===== config.mk =====
export PLATFORM = sky130hd
export DESIGN_NAME = adder_arbiter
export DESIGN_NICKNAME = d
export VERILOG_FILES = /design/src/rtl/adder_arbiter.sv
export SDC_FILE = /design/constraint.sdc
export NUM_CORES = 1
export LEC_CHECK = 0
export ABC_CLOCK_PERIOD_IN_PS = 2900
export BUFFER_PORTS_ARGS = -buffer_cell sky130_fd_sc_hd__buf_2
export CORE_ASPECT_RATIO = 1.5
export CORE_UTILIZATION = 37
export CTS_CLUSTER_DIAMETER = 40
export DETAILED_ROUTE_END_ITERATION = 16
export GPL_TIMING_DRIVEN = 0
export MAX_ROUTING_LAYER = met4
export PLACE_DENSITY_LB_ADDON = 0.05
export SETUP_SLACK_MARGIN = 0.15
export SLEW_MARGIN = 20
export SYNTH_ARGS = -nofsm -noshare
export SYNTH_HDL_FRONTEND = slang
export SYNTH_SLANG_ARGS = --single-unit
export TNS_END_PERCENT = 10

===== constraint.sdc =====
create_clock -name clk -period 2.9 [get_ports clk]
set_clock_uncertainty 0.1 [all_clocks]
set_input_delay 0.435 -clock clk [delete_from_list [all_inputs] [get_ports clk]]
set_output_delay 0.435 -clock clk [all_outputs]
set_load 0.005 [all_outputs]

===== src/rtl/adder_arbiter.sv =====
// adder_arbiter: round-robin arbiter sharing one registered adder among four requesters
module n_bit_adder #(
    parameter int N = 8
) (
    input  logic         clk,
    input  logic         rst_n,
    input  logic         en,
    input  logic [N-1:0] a,
    input  logic [N-1:0] b,
    output logic [N-1:0] sum
);
    // registered modulo-2^N sum, loaded only when enabled
    always_ff @(posedge clk or negedge rst_n)
        if (!rst_n) sum <= '0;
        else if (en) sum <= a + b;
endmodule

module adder_arbiter #(
    parameter int N = 8
) (
    input  logic           clk,
    input  logic           rst_n,
    input  logic [3:0]     req,
    input  logic [4*N-1:0] a_in,
    input  logic [4*N-1:0] b_in,
    output logic [3:0]     gnt,
    output logic           busy,
    output logic [N-1:0]   sum_out,
    output logic           sum_valid,
    output logic [1:0]     sum_id
);
    typedef enum logic {IDLE, ADD} state_t;
    state_t state, state_nx;
    logic [1:0] ptr, win, idx, id_q;
    logic found, add_en;
    logic [N-1:0] op_a, op_b;

    assign busy = state == ADD;

    // round-robin winner search from ptr upward plus next-state decode
    always_comb begin
        win = ptr;
        idx = ptr;
        found = 1'b0;
        for (int i = 0; i < 4; i++) begin
            idx = ptr + 2'(i);
            if (!found && req[idx]) begin
                win = idx;
                found = 1'b1;
            end
        end
        add_en = state == ADD;
        state_nx = state == IDLE ? (found ? ADD : IDLE) : IDLE;
    end

    // state register
    always_ff @(posedge clk or negedge rst_n)
        if (!rst_n) state <= IDLE;
        else state <= state_nx;

    // operand latch, grant, pointer rotation and result tagging
    always_ff @(posedge clk or negedge rst_n)
        if (!rst_n) begin
            ptr       <= '0;
            op_a      <= '0;
            op_b      <= '0;
            gnt       <= '0;
            id_q      <= '0;
            sum_valid <= 1'b0;
            sum_id    <= '0;
        end else begin
            gnt       <= '0;
            sum_valid <= 1'b0;
            if (state == IDLE && found) begin
                op_a <= a_in[win*N +: N];
                op_b <= b_in[win*N +: N];
                gnt  <= 4'b0001 << win;
                id_q <= win;
                ptr  <= win + 2'd1;
            end
            if (state == ADD) begin
                sum_valid <= 1'b1;
                sum_id    <= id_q;
            end
        end

    n_bit_adder #(.N(N)) u_add (
        .clk   (clk),
        .rst_n (rst_n),
        .en    (add_en),
        .a     (op_a),
        .b     (op_b),
        .sum   (sum_out)
    );
endmodule


==> results.md <==
- The buffer type at the clock tree root is clkbuf_8.
- The via count of the first global-routing pass came to 2251.
- Measured in cells, the most critical reg-to-reg path has a length of 6.
- The cell leakage power is 1.36 nW.
- The nature of the critical path startpoint is a register.
- The count of endpoints failing hold in the final timing report is 0.
- The average instance in the mapped netlist occupies 8.87 µm².
- By area the synthesized netlist is led by dfrtp_1 40%, a2111oi_0 12%, a211oi_1 5.6%, nand2_1 4.8%, a21oi_1 4.4%.
- The most common cell after layout, fill and taps aside is buf_2.
- The tool flagged a number of max-cap violations equal to 0.
- The setup path with the least slack is of type register to register.
- After technology mapping, the gate count stands at 256.
- The pre-antenna-repair detailed-routing pass consisted of 4 iterations.
- Buffers placed on the I/O ports in this run total 85.
- The run finished with clean final reports.
- The placer's final routability congestion estimate is 0.917.
- The total count of max-transition violations in the final report was 0.
- The standard-cell row count is 34.
- The routed layout has 2258 vias.
- Summed over all layers, the routed wires come to 6430 µm.
- After routing, the total negative slack on setup checks comes to 0 ps.
- The number of nets in the synthesized netlist is 334.
- The data arrival time of the critical path is 2410 ps.
- The beginning of the worst register-to-register path is ptr[0].
- The fraction of synthesized cell area taken by the top area cell type is 0.397.
- In this run the count of I/O pins placed on the die edge is 86.
- The die is 97.9 µm tall.
- The clock passes through at most 2 buffers.
- Measured against its own limit, the worst slew margin works out to 0.464.
- The final cycle utilization of the critical path is 0.817.
- In the layout the commonest cells are 91 x buf_2, 36 x dfrtp_1, 32 x a2111oi_0.
- The first-pass GRT wire length is 10500 µm.
- For this run the aggregate overflow at the end of global routing stands at 0.
- In this run, post-CTS hold repair placed 0 buffers.
- The maximum VDD drop is 0.375 mV.
- The TritonCTS clock tree is built.
- Registers take 901 µm².
- The post-CTS setup-driven buffer insertion count is 0.
- The clock insertion delay at the later pin of the skew report is 280 ps.
- Setup slack on the worst reg-to-reg path comes out at 530 ps.
- Setup violations remaining at the end of the flow were counted as 0.
- The final HPWL from detailed placement is 5080 µm.
- In the routed design, unresolved DRC markers number 0.
- The proportion of layout cells with a drive suffix above 1 is 0.307.
- In the routed layout, each cell is associated on average with a via count of 5.38.
- The number of enable flip-flop cells after synthesis is 0.
- The worst hold path belongs to the class input pin to asynchronous set/reset pin.
- The maximum level of the CTS H-tree is 2.
- The starting density of the core is 0.387.
- The top fanout value on the critical path is 10.
- Yosys printed 0 warnings.
- Once detail routing completed, the nets flagged for antenna violations numbered 0.
- Counting every sink on the clock net gives 36.
- The die covers 6460 µm².
- The endpoint of the lowest-slack register-to-register path is op_a[3].
- After clock tree synthesis, the repair step resized 0 gates.
- Counting flops and latches in the post-synthesis netlist gives 36.
- The initial detailed-routing violation count is 110.
- Of the synthesized area, sequential elements account for 0.397.
- For the pin with the worst max-slew slack, the measured transition is 804 ps.
- The shortest period the worst path allows is 2370 ps.
- The width of the die is 66.0 µm.
- The number of antenna violations at the first check in global routing is 0.
- The area growth from synthesis to layout is 27.0%.
- Setup repair after global routing left no endpoint under its margin.
- The TritonCTS buffer count is 5.
- STA puts the critical path data required time at 2940 ps.
- After synthesis, the share of flip-flops with an asynchronous set or reset is 1.00.
- Dividing total power by cell area gives a power density of 959 nW/µm².
- Across every metal layer, demand over resource in global routing totals 0.221.
- Static timing analysis puts the maximum clock frequency at 422 MHz.
- The wire length per cell after detailed routing is 15.3 µm.
- Summing all multi-input logic gate instances after layout gives 1200 µm².
- The number of antenna diodes in the final layout is 0.
- In the final design database the tool counted 426 nets.
- Power comes to 2.76 mW.
- Clock-pin slew was measured on the worst setup and hold paths at 70 ps.
- The number of different library cells in the post-synthesis netlist is 39.
- The most used flip-flop cell after synthesis is dfrtp_1.
- The type of element capturing the critical path is a register.
- In this run the cell area of the synthesized design comes to 2270 µm².
- Of all cell types, the one taking the most synthesized area is dfrtp_1.
- Counting the fill cells in the layout gives 608.
- The core region is 5870 µm².
- The largest net degree at the start of global routing is 37.
[logic make-up after synthesis]
| logic type | after synthesis | synth area share |
|---|---|---|
| adders and majority gates | 8 | 0.0474 |
| DFF | 36 | 0.397 |
| and+or+nand+nor | 71 | 0.144 |
| AOI/OAI and AO/OA | 90 | 0.295 |
| xor gates and xnor gates | 4 | 0.0154 |
| muxes | 5 | 0.0248 |
| buffers and inverters | 42 | 0.0761 |
[per-layer routing]
metal,vias to the layer above,global-route usage,part of all wire
met2,68,0.369,0.52
met3,16,0.0350,0.038
met4,0,0.101,0.029
met1,1040,0.254,0.41
met5,-,-,0
li1,1134,-,-
[Yosys cell counts (4+ instances only)]
library cell  count
nor2b_1           4
ha_1              7
a21oi_1          20
clkbuf_1          9
a21o_1            4
buf_2             6
nor2_1           22
dfrtp_1          36
a211oi_1         17
nand2_1          29
a2111oi_0        32
inv_1            23
mux2_2            5
or3_1             4
[stage by stage]
step	utilization	setup slack, ps	hold slack, ps	instance area (µm²)	instances
finish	0.491	531	137	2880	420
global route	0.491	335	207	2880	420
CTS	0.491	548	172	2880	420
detailed placement	0.474	401	364	2790	413
global placement	0.474	377	357	2790	413
floorplan	-	938	39.4	2270	256
[power breakdown]
part	total, mW	switching, mW	internal (mW)
registers	0.900	0.159	0.741
clock network	0.382	0.170	0.211
logic	1.48	0.830	0.652
total	2.76	1.16	1.61
[flip-flops by register name, summed over array words and instances (netlist names)]
register,flops
busy,1
gnt,4
id_q,2
op_a,8
op_b,8
ptr,2
sum_id,2
sum_valid,1
u_add.sum,8
[how the worst max path moves through the flow]
stage                       from  endpoint  slack (ps)
after floorplan           req[2]   op_a[0]         940
after global placement    req[2]   op_a[2]         380
after detailed placement  req[2]   op_a[0]         400
after CTS                 ptr[0]   op_a[4]         550
after global routing      ptr[1]   op_a[2]         340
final                     ptr[0]   op_a[3]         530
[area by class of cell]
class | instances | share of cell area
buffer | 17 | 0.0274
clock buffer | 7 | 0.0334
multi-input combinational | 178 | 0.415
timing repair buffer | 85 | 0.148
inverter | 25 | 0.0326
sequential | 36 | 0.313
tap | 72 | 0.0313
[worst max-delay path: stages, from the launching register on]
cell	delay (ps)
dfrtp_1	450
nor2b_1	170
o2bb2ai_2	380
clkbuf_1	330
a2111oi_0	160
a2111oi_0	530
a211oi_1	110
Note: power is estimated with default switching activity, not from simulation.
